[src/rtl/pc_control.sv]
// Program-counter unit for the single-cycle MIPS core: next-PC selection (jr > jump > branch > sequential),
// stall hold, return-address stack checking jr targets, and a taken-transfer counter.
module pc_control #(
  parameter logic [31:0] RESET_VECTOR = 32'h0000_0000,
  parameter int          RAS_DEPTH    = 4,
  parameter int          CNT_W        = 16
) (
  input  logic                       clk,
  input  logic                       reset_n,
  input  logic                       stall,
  input  logic                       branch_taken,
  input  logic [15:0]                imm16,
  input  logic                       jump,
  input  logic                       link,
  input  logic [25:0]                target26,
  input  logic                       jr,
  input  logic [31:0]                jr_target,
  output logic [31:0]                pc,
  output logic [31:0]                pc_plus4,
  output logic                       ras_miss,
  output logic                       jr_misalign,
  output logic [$clog2(RAS_DEPTH):0] ras_count,
  output logic [CNT_W-1:0]           xfer_count
);

  localparam int PW = $clog2(RAS_DEPTH);

  localparam logic [PW-1:0]    PTR_ONE = 1;
  localparam logic [PW:0]      RC_ONE  = 1;
  localparam logic [PW:0]      RC_FULL = RAS_DEPTH;
  localparam logic [CNT_W-1:0] CNT_ONE = 1;

  typedef enum logic [1:0] {
    SEL_SEQ,
    SEL_BR,
    SEL_JMP,
    SEL_JR
  } sel_e;

  sel_e        sel;
  logic [31:0] next_pc;
  logic [31:0] br_offset;
  logic [31:0] jr_aligned;
  logic        do_push;
  logic        do_pop;
  logic        take;

  // Circular stack: wr_ptr is the next slot to write, so the top lives at wr_ptr-1 and a push
  // into a full stack naturally overwrites the oldest entry.
  logic [31:0]   ras_mem [RAS_DEPTH];
  logic [PW-1:0] wr_ptr;
  logic [31:0]   ras_top;

  assign pc_plus4 = pc + 32'd4;
  assign ras_top  = ras_mem[wr_ptr - PTR_ONE];

  // NOTE: every always_comb output gets a default first, so no path can leave one unassigned and infer a latch.
  always_comb begin
    sel        = SEL_SEQ;
    br_offset  = {{14{imm16[15]}}, imm16, 2'b00};
    jr_aligned = {jr_target[31:2], 2'b00};
    next_pc    = pc_plus4;

    if (jr)                sel = SEL_JR;
    else if (jump)         sel = SEL_JMP;
    else if (branch_taken) sel = SEL_BR;

    case (sel)
      SEL_BR:  next_pc = pc_plus4 + br_offset;
      SEL_JMP: next_pc = {pc_plus4[31:28], target26, 2'b00};
      SEL_JR:  next_pc = jr_aligned;
      default: next_pc = pc_plus4;
    endcase

    do_push = (sel == SEL_JMP) && link;
    do_pop  = (sel == SEL_JR);
    take    = (sel != SEL_SEQ);
  end

  // NOTE: sequential state uses non-blocking assignments so every register samples pre-edge values.
  always_ff @(posedge clk or negedge reset_n) begin
    if (!reset_n) begin
      pc          <= RESET_VECTOR;
      wr_ptr      <= '0;
      ras_count   <= '0;
      xfer_count  <= '0;
      ras_miss    <= 1'b0;
      jr_misalign <= 1'b0;
    end else begin
      ras_miss    <= 1'b0;
      jr_misalign <= 1'b0;
      if (!stall) begin
        pc <= next_pc;
        if (take) xfer_count <= xfer_count + CNT_ONE;
        if (do_push) begin
          wr_ptr <= wr_ptr + PTR_ONE;
          if (ras_count != RC_FULL) ras_count <= ras_count + RC_ONE;
        end else if (do_pop) begin
          ras_miss    <= (ras_count == '0) || (ras_top != jr_aligned);
          jr_misalign <= |jr_target[1:0];
          if (ras_count != '0) begin
            wr_ptr    <= wr_ptr - PTR_ONE;
            ras_count <= ras_count - RC_ONE;
          end
        end
      end
    end
  end

  // NOTE: stack storage is not reset; ras_count alone decides which entries are valid.
  always_ff @(posedge clk) begin
    if (!stall && do_push) ras_mem[wr_ptr] <= pc_plus4;
  end

endmodule

[config.mk]
export PLATFORM = sky130hd
export DESIGN_NAME = pc_control
export DESIGN_NICKNAME = d
export VERILOG_FILES = /design/src/rtl/pc_control.sv
export SDC_FILE = /design/constraint.sdc
export NUM_CORES = 1
export LEC_CHECK = 0
export CAP_MARGIN = 5
export CORE_MARGIN = 4
export CORE_UTILIZATION = 49
export CTS_CLUSTER_DIAMETER = 80
export DETAILED_ROUTE_END_ITERATION = 6
export PLACE_DENSITY = 0.74
export SKIP_LAST_GASP = 1
export SLEW_MARGIN = 20
export SYNTH_ARGS = -nofsm -noshare
export SYNTH_HDL_FRONTEND = slang
export SYNTH_SLANG_ARGS = --single-unit
[constraint.sdc]
create_clock -name clk -period 3.6 [get_ports clk]
set_clock_uncertainty 0.15 [all_clocks]
set_input_delay 0.36 -clock clk [delete_from_list [all_inputs] [get_ports clk]]
set_output_delay 0.36 -clock clk [all_outputs]
set_load 0.1 [all_outputs]
==> results_tabular.tex <==
\begin{tabular}{lr}
\hline
Metric & Value \\
\hline
\multicolumn{2}{l}{\textbf{Status}} \\
Status & complete, but fails checks \\
Failing checks & design-rule violations \\
\multicolumn{2}{l}{\textbf{Global routing}} \\
Wire length of the first global-routing pass & 48700 µm \\
Global-route congestion overflow total & 0 \\
Maximum number of pins on one net before global-route repair & 35 \\
Total GRT Usage & 0.292 \\
Number of antenna violations at the first check in global routing & 0 \\
Number of global-route vias before repair & 8231 \\
\multicolumn{2}{l}{\textbf{Critical path}} \\
Reg-to-reg critical path endpoint & pc[31] \\
Maximum fanout along the worst path & 6 \\
Worst flop-to-flop path startpoint & pc[5] \\
Req. time, crit path & 3770 ps \\
Crit start category & flop \\
CP endpoint kind & flop \\
R2R cell count & 14 \\
WP data arrival & approximately 3700 ps \\
Start-to-end type of the worst setup path & reg2reg \\
Register-to-Register Setup Slack & 80 ps \\
\multicolumn{2}{l}{\textbf{CTS}} \\
Clk pin slew, worst setup/hold paths & around 80 ps \\
Clock latency on the worst-skew pair & 440 ps \\
Master cell of the clock root buffer & sky130\_fd\_sc\_hd\_\_clkbuf\_16 \\
Clock tree from TritonCTS & yes \\
Clk sink count & between 150 and 200 \\
Worst-case clock buffer depth & 2 \\
Number of buffers inserted during clock tree synthesis & 17 \\
Number of H-tree levels & 4 \\
\multicolumn{2}{l}{\textbf{STA}} \\
Transition time of the tightest slew-check pin & between 1000 and 1500 ps \\
Post-route clock period utilization & 0.978 \\
Max Slew Vio Count & 0 \\
Post-Route Hold Slack & 236 ps \\
Setup violations, final & 0 \\
Achievable clock frequency & approximately 0.28 GHz \\
Headroom to the max-slew limit & 0.288 \\
Setup TNS & 0 ps \\
Final hold violation count & 0 \\
RSZ-0062 raised after global routing & yes \\
Final critical path time including I/O delays and setup & 3520 ps \\
\multicolumn{2}{l}{\textbf{Logic synthesis}} \\
Number of different library cells in the post-synthesis netlist & 70 \\
Number of synthesized flops with an enable pin & 120 \\
Gate count after technology mapping & 862 \\
Commonest register cell after synthesis & sky130\_fd\_sc\_hd\_\_edfxtp\_1 \\
Proportion of synthesized chip area in sequential cells & 0.498 \\
Fraction of synthesis flops using an asynchronous set or reset pin & 0.306 \\
Total of warnings raised by yosys & 0 \\
Post-synthesis sequential element count & between 150 and 200 \\
Cell area after synthesis & 0.00990 mm² \\
Synthesized area divided by synthesized cell count & 11.5 µm² \\
\multicolumn{2}{l}{\textbf{Hold path}} \\
Min-delay src & stall \\
Worst Hold Class & in2reg \\
Endpoint of the worst hold path & pc[3] \\
Cell count of the worst hold path & 3 \\
\multicolumn{2}{l}{\textbf{Cells and area}} \\
Number of inserted diodes & 0 \\
Most frequent cells in the layout & sky130\_fd\_sc\_hd\_\_clkdlybuf4s50\_1 (128), sky130\_fd\_sc\_hd\_\_edfxtp\_1 (120), sky130\_fd\_sc\_hd\_\_buf\_4 (116) \\
Layout-stage area growth over the synthesis result & 40.8\% \\
Most frequent standard cell in the layout excluding fill and tap cells & sky130\_fd\_sc\_hd\_\_clkdlybuf4s50\_1 \\
Number of nets in the final layout & about 1200 \\
Total of fill cells in the finished design & 1419 \\
Fraction of final layout cells sized beyond drive strength 1 & 0.271 \\
\multicolumn{2}{l}{\textbf{Placement}} \\
Placed wire-length estimate & 24300 µm \\
IO Port Bufs & 161 \\
Final weighted congestion in routability-driven placement & around 1 \\
\multicolumn{2}{l}{\textbf{Route}} \\
Routed vias & 8363 \\
Number of nets still failing antenna checks after routing & 0 \\
DRC Markers & 4 \\
Number of DRC markers in iteration 0 & 900 \\
Ratio of routed vias to standard cells & 6.05 \\
Pre-antenna DRT Iters & 7 \\
Post-detailed-route wirelength per cell & 23.5 µm \\
Total wirelength of the detailed-routed design & 32600 µm \\
\multicolumn{2}{l}{\textbf{Die}} \\
Die footprint & 0.0225 mm² \\
Initial standard-cell utilization of the core & 0.504 \\
Standard-cell row count & approximately 50 \\
Die Wd & 150 µm \\
Floorplan core area & 0.0197 mm² \\
Die height & 150 µm \\
I/O pin count & 166 \\
\multicolumn{2}{l}{\textbf{Run}} \\
Count of max-cap constraint violations & 0 \\
\multicolumn{2}{l}{\textbf{Pwr}} \\
Leak & 5.19 nW \\
Power per Cell Area & 644 mW/mm² \\
Total chip power & 8.97 mW \\
Maximum resistive drop on vdd & 330 µV \\
\hline
\end{tabular}
[cells by family after synthesis]
| group | after synthesis | share of synthesized area |
|---|---|---|
| other | 1 | 0.000379 |
| XOR/XNOR | 94 | 0.0839 |
| AO/OA/AOI/OAI | 211 | 0.137 |
| buffers and inverters | 56 | 0.0240 |
| adder cells (fa/ha/maj) | 41 | 0.0533 |
| flip-flops | 173 | 0.498 |
| multiplexers | 35 | 0.0737 |
| AND/OR/NAND/NOR | 251 | 0.130 |
[power breakdown]
part | leakage [nW] | internal [mW] | total [mW] | switching [mW]
clock network | 0.299 | 0.951 | 1.90 | 0.945
logic | 3.19 | 1.67 | 4.56 | 2.88
registers | 1.71 | 2.36 | 2.52 | 0.163
total | 5.19 | 4.98 | 8.97 | 3.99
[worst max-delay path by stage]
| stage | slack, ps | start | endpoint |
|---|---|---|---|
| 4_1_cts | 3 | pc[12] | pc[27] |
| 3_3_place_gp | 30 | pc[5] | pc[31] |
| 3_5_place_dp | 10 | pc[5] | pc[31] |
| 2_1_floorplan | -670 | pc[12] | pc[31] |
| 5_1_grt | -50 | pc[17] | pc[31] |
| 6_report | 80 | pc[5] | pc[31] |
[worst max-delay path, cell delays in order (launching register included)]
cell and delay, ps:
sky130_fd_sc_hd__dfrtp_4 440, sky130_fd_sc_hd__nand4_4 130, sky130_fd_sc_hd__nor3_4 270, sky130_fd_sc_hd__buf_4 190
sky130_fd_sc_hd__nand4_4 110, sky130_fd_sc_hd__or3_4 430, sky130_fd_sc_hd__xnor2_4 240, sky130_fd_sc_hd__ha_1 290
sky130_fd_sc_hd__buf_4 180, sky130_fd_sc_hd__a21o_1 160, sky130_fd_sc_hd__a21oi_1 140, sky130_fd_sc_hd__a31oi_1 130
sky130_fd_sc_hd__o32ai_2 320, sky130_fd_sc_hd__xnor2_1 170, sky130_fd_sc_hd__o21ai_1 70
[stage by stage]
stage               setup slack [ps]  area [µm²]  instances  utilization
floorplan                       -667       10700        865            -
global placement                25.6       13200       1346        0.670
CTS                             2.69       13800       1379        0.702
global route                   -50.7       13900       1383        0.709
finish                          78.2       13900       1383        0.709
detailed placement              14.2       13200       1346        0.670
[sequential cells by signal, indices dropped and copies added, names as in the netlist]
name         count
jr_misalign      1
pc              30
ras_count        3
ras_mem        120
ras_miss         1
wr_ptr           2
xfer_count      16
[cells in the mapped netlist (6+ instances only)]
| library cell | count | area (µm²) |
|---|---|---|
| sky130_fd_sc_hd__edfxtp_1 | 120 | 3600 |
| sky130_fd_sc_hd__a21oi_1 | 70 | 350 |
| sky130_fd_sc_hd__xnor2_1 | 70 | 613 |
| sky130_fd_sc_hd__nand2_1 | 63 | 236 |
| sky130_fd_sc_hd__nor2_1 | 61 | 229 |
| sky130_fd_sc_hd__dfrtp_1 | 53 | 1330 |
| sky130_fd_sc_hd__ha_1 | 39 | 488 |
| sky130_fd_sc_hd__o21ai_0 | 37 | 185 |
| sky130_fd_sc_hd__nand3_1 | 33 | 165 |
| sky130_fd_sc_hd__mux4_2 | 30 | 676 |
| sky130_fd_sc_hd__clkbuf_1 | 23 | 86.3 |
| sky130_fd_sc_hd__xor2_1 | 23 | 201 |
| sky130_fd_sc_hd__nand4_1 | 21 | 131 |
| sky130_fd_sc_hd__a21o_1 | 19 | 143 |
| sky130_fd_sc_hd__inv_1 | 18 | 67.6 |
| sky130_fd_sc_hd__o22ai_1 | 13 | 81.3 |
| sky130_fd_sc_hd__and3_1 | 12 | 75.1 |
| sky130_fd_sc_hd__nor3_1 | 10 | 50.1 |
| sky130_fd_sc_hd__and2_1 | 8 | 50.1 |
| sky130_fd_sc_hd__a31oi_1 | 7 | 43.8 |
| sky130_fd_sc_hd__buf_2 | 7 | 35.0 |
| sky130_fd_sc_hd__a221oi_1 | 6 | 52.6 |
| sky130_fd_sc_hd__nand2b_1 | 6 | 37.5 |
| sky130_fd_sc_hd__or3_1 | 6 | 37.5 |
[cell type report]
cell class	instances	area [µm²]	area share
inverters	19	75.1	0.00539
multi-input cells	636	5530	0.396
well taps	265	332	0.0238
flip-flops and latches	173	5000	0.359
repair buffers	258	2390	0.172
clock buffers	17	425	0.0305
clock inverters	15	191	0.0137
[layer usage]
layer / up-vias / track usage / share of wire
met5: - / 0 / 0
met2: 458 / 0.465 / 0.47
met4: 0 / 0.0846 / 0.023
li1: 3756 / - / -
met1: 4083 / 0.417 / 0.42
met3: 66 / 0.0467 / 0.084
[repair_timing]
item	CTS	global route
hold endpoints to repair	24	0
setup endpoints to repair	1	13
buffers inserted	0	4
gates resized for setup	1	27
hold buffers	1	0
pin swaps	0	6
Power figures use the tool's default switching activity.
==> variant 1 (config.mk and constraints unchanged) <==
The parameter `RAS_DEPTH` goes from 4 to 8.
--- a/src/rtl/pc_control.sv
+++ b/src/rtl/pc_control.sv
@@ -2,7 +2,7 @@
 // stall hold, return-address stack checking jr targets, and a taken-transfer counter.
 module pc_control #(
   parameter logic [31:0] RESET_VECTOR = 32'h0000_0000,
-  parameter int          RAS_DEPTH    = 4,
+  parameter int          RAS_DEPTH    = 8,
   parameter int          CNT_W        = 16
 ) (
   input  logic                       clk,
Ports: changed (resized ras_count); port bits go from 166 to 167. The function was not compared with the original's and may differ.
==> variant 1 against the unedited design <==
  * Worst hold slack worse by 0.083 ns
  * Worst setup slack lost 0.0082 ns
  * Final area is 42% higher
  * Power rose by 56%
  * Routed wire length grew 42%
  * Sequential cell count increased by 122
  * Final cell count grew 27%
  * Area after synthesis up 49%
==> variant 1: results (changes against the unedited design) <==
outcome=completed; WHS=0.153 ns (-0.0829 ns); period utilisation layout=98.1% (+0.23 points); Post-synth EDFFs=240 (+100%); multi-input gate count=707 (+11%); first-pass GRT wire length=68600 microns (+41%); Signal inverters=22 (+3); Seq power=4.25 mW (+69%); Async S/R FF share, synth=18.6% (-12 points); Filler Cell Count=2133 (+50%); htree depth=1 (-3); PortBufs=162 (+0.62%); DPL Wire Length=32300 microns (+33%); clock buffer depth=3 (+1); final-layout clock-cell area share=5.22% (+0.79 points); fraction of layout cells with a size suffix above 1=30.2% (+3.1 points); worst-margin pin slew=1.03 ns (-0.0378 ns); clock buffers=38 (+21); gp weighted congestion=1.00 (-1.7%); # nets final=1463 (+19%); Inst Count DP=1670 (+24%); DP Area=0.0185 sq mm (+40%); # diodes=0 (unchanged); pin count of the biggest net entering global routing=63 (+80%); register area=0.00867 sq mm (+74%); combinational power=6.54 mW (+43%); Min-Delay Endpoint=pc[28]; sequential element share of the synthesized area=58.3% (+8.5 points); Critical Path Start=pc[2]; 1st-iter DRT viols=1198 (+33%); P_int=8.48 mW (+70%); Skew-Pair Late Insertion Delay=0.56 ns (+0.12 ns); 1st-pass router iterations=6 (-1); vias per inst=6.12 (+1.2%); Layout area overhead=34.6%; largest cells by area after synthesis=edfxtp_1, dfrtp_1, mux4_2; multi-input combinational area share=34.7% (-4.9 points); synthesized instance count=1071 (+24%); GRT Total Usage=27.6% (-1.5 points); CTS buffer count=30 (+13); average wire per standard cell=26.4 microns (+12%); synth cell count leaders=edfxtp_1, nand2_1, nor2_1, mux4_2, a21oi_1; Signal buf overhead=13.4% (-3.8 points); CP delay by family, top=compound AO/OA/AOI/OAI gates; leakage=7.18 nW (+38%); seq_cells=295 (+71%); Die ar.=0.0329 sq mm (+46%); Top Registers=ras_mem (240), pc (30), xfer_count (16); IR drop worst, VDD=0.637 mV (+93%); dpl ws=0.0306 ns (+0.0164 ns); Non-clk bufs=280 (+8.5%); synth unique cells=78 (+11%)
==> variant 1: changes by cell type after synthesis, sizes merged, moves of 8 or more <==
cell	delta
buf	+9
mux2i	+32
xor2	+33
mux4	+30
a21oi	-11
o211ai	+8
xnor2	-24
nand2	+15
edfxtp	+120
==> variant 1: cells by family after synthesis <==
kind of cell	count (synthesis)	synth area share, %
mux	97	11.7
other cells	1	0.0255
compound gates	203	9.02
flops	295	58.3
fa+ha+maj	46	4.01
xor+xnor	103	6.18
buf+inv	72	2.25
simple gates	254	8.44
==> variant 1: timing repair <==
action / in CTS / in global routing
endpoints found under the hold margin: 24 / 0
hold buffers: 1 / 0
setup endpoints to repair: 1 / 13
buffers inserted: 0 / 23
pin swaps: 0 / 32
gates resized for setup: 1 / 28
==> variant 1: metal layers <==
metal / GRT usage, % / part of all wire (%)
met5: 0 / 0
met2: 44.8 / 48
met1: 39.3 / 41
met3: 4.11 / 8.0
met4: 8.08 / 3.1
==> variant 2 (config.mk and constraints unchanged) <==
Made on the original files. Put one more register stage on the output `xfer_count`, with the module's reset. The value now appears one clock later. The other outputs are not delayed to match.
--- a/src/rtl/pc_control.sv
+++ b/src/rtl/pc_control.sv
@@ -36,6 +36,8 @@
     SEL_JMP,
     SEL_JR
   } sel_e;
+
+  logic [CNT_W-1:0] xfer_count_s0;
 
   sel_e        sel;
   logic [31:0] next_pc;
@@ -83,7 +85,7 @@
       pc          <= RESET_VECTOR;
       wr_ptr      <= '0;
       ras_count   <= '0;
-      xfer_count  <= '0;
+      xfer_count_s0 <= '0;
       ras_miss    <= 1'b0;
       jr_misalign <= 1'b0;
     end else begin
@@ -91,7 +93,7 @@
       jr_misalign <= 1'b0;
       if (!stall) begin
         pc <= next_pc;
-        if (take) xfer_count <= xfer_count + CNT_ONE;
+        if (take) xfer_count_s0 <= xfer_count_s0 + CNT_ONE;
         if (do_push) begin
           wr_ptr <= wr_ptr + PTR_ONE;
           if (ras_count != RC_FULL) ras_count <= ras_count + RC_ONE;
@@ -112,5 +114,13 @@
     if (!stall && do_push) ras_mem[wr_ptr] <= pc_plus4;
   end
 
+  always_ff @(posedge clk or negedge reset_n) begin
+    if (!reset_n) begin
+      xfer_count <= '0;
+    end else begin
+      xfer_count <= xfer_count_s0;
+    end
+  end
+
 endmodule
 
Function: changed (a bounded check fails within 4 cycles, from zero or initial values and one cycle with reset_n low).
==> variant 2 against the unedited design <==
  * Maximum frequency is 0.36% lower
  * Sequential power rose by 9.1%
  * Clock power is 7% higher
  * Die area is 3.6% higher
  * Routed wire length is 3.3% higher
  * Final area increased by 6.0%
  * Power up 6.3%
  * Critical endpoint unchanged
  * Largest power group unchanged
  * Highest routed layer unchanged
  * Worst setup slack got worse by 0.013 ns
  * Area after synthesis increased by 3.8%
  * Combinational power rose by 4.4%
  * Sequential cell count rose by 16
==> variant 2: results (changes against the unedited design) <==
outcome=completed; WHS=0.255 ns (+0.0187 ns); Signal buf overhead=18.6% (+1.4 points); Signal inverters=22 (+3); Filler Cell Count=1423 (+0.28%); Non-clk bufs=300 (+16%); Slew headroom=28.2% (-0.62 points); largest cells by area after synthesis=edfxtp_1, dfrtp_1, mux4_2; first-pass GRT wire length=50500 microns (+3.8%); combinational power share=49.9% (-0.9 points); Met3 Wirelength=2330 microns (-15%); vias per inst=5.93 (-1.9%); Critical Path Start=pc[15]; Async S/R FF share, synth=36.5% (+5.9 points); Hold Path Origin=xfer_count_s0[15]; pin count of the biggest net entering global routing=70 (+100%); 1st-iter DRT viols=861 (-4.3%); Hold WC Path Type=reg -> reg; post-synthesis adder-cell area fraction=5.14% (-0.20 points); Synth Area in Compound Gates=12.7% (-1.0 points); Psw=4.18 mW (+4.6%); Skew-Pair Late Insertion Delay=0.44 ns (about the same); fraction of layout cells with a size suffix above 1=31.1% (+4.0 points); multi-input gate count=629 (-1.1%); switching share of power=43.8% (-0.73 points); met1 Resource Use GR=40.7% (-1.0 points); GRT Total Usage=28.4% (-0.79 points); hold depth=0 (-3); Top Registers=ras_mem (120), pc (30); met2 wire length=16100 microns (+4.7%); critical path class=reg -> reg; multi-input combinational area share=37.7% (-1.9 points); met2 usage=46.1% (-0.41 points); Min-Delay Endpoint=xfer_count[15]; sequential share of cell area=36.5% (+0.60 points); # nets final=1281 (+4.4%); max frequency=0.283 GHz (-0.36%); 1st-pass router iterations=6 (-1); clock buffers=18 (+1); final-layout clock-cell area share=4.35% (-0.072 points); average wire per standard cell=23.3 microns (-0.92%); Synth Area in XOR/XNOR=8.52% (+0.13 points); DPL Wire Length=25600 microns (+5.5%); CP max FO=5 (-1); synth unique cells=74 (+5.7%); dpl ws=-0.0628 ns (-0.0770 ns); clock sinks=189 (+9.2%); reg-to-reg startpoint=pc[15]; leakage=5.61 nW (+8.1%); number of global-route vias before repair=8403 (+2.1%); Seq power=2.75 mW (+9.1%); post-synthesis mux area share=6.79% (-0.57 points); IR drop worst, VDD=0.335 mV (+1.3%)
==> variant 2: cell count changes after synthesis, moves of 6 or more <==
cell      delta
o211ai_1     +6
a21oi_1     -10
a21o_1       -9
dfrtp_1     +16
nor2_1       +7
==> variant 2: critical path, cell delays in order, from the launching register on <==
cell,delay (ns)
dfrtp_4,0.40
nand4_1,0.16
or2_4,0.31
buf_4,0.15
nor2_4,0.11
buf_12,0.15
xor2_4,0.21
buf_6,0.13
ha_4,0.21
nand2_4,0.09
o211ai_1,0.12
a221oi_2,0.34
buf_4,0.17
nand3_2,0.07
o21a_1,0.25
a31oi_1,0.18
xnor2_1,0.14
o21ai_1,0.07
==> variant 2: stage by stage <==
stage / area (sq um) / instances
floorplan: 10900 / 874
global placement: 13700 / 1398
detailed placement: 13700 / 1398
CTS: 14400 / 1431
global route: 14800 / 1442
finish: 14800 / 1442
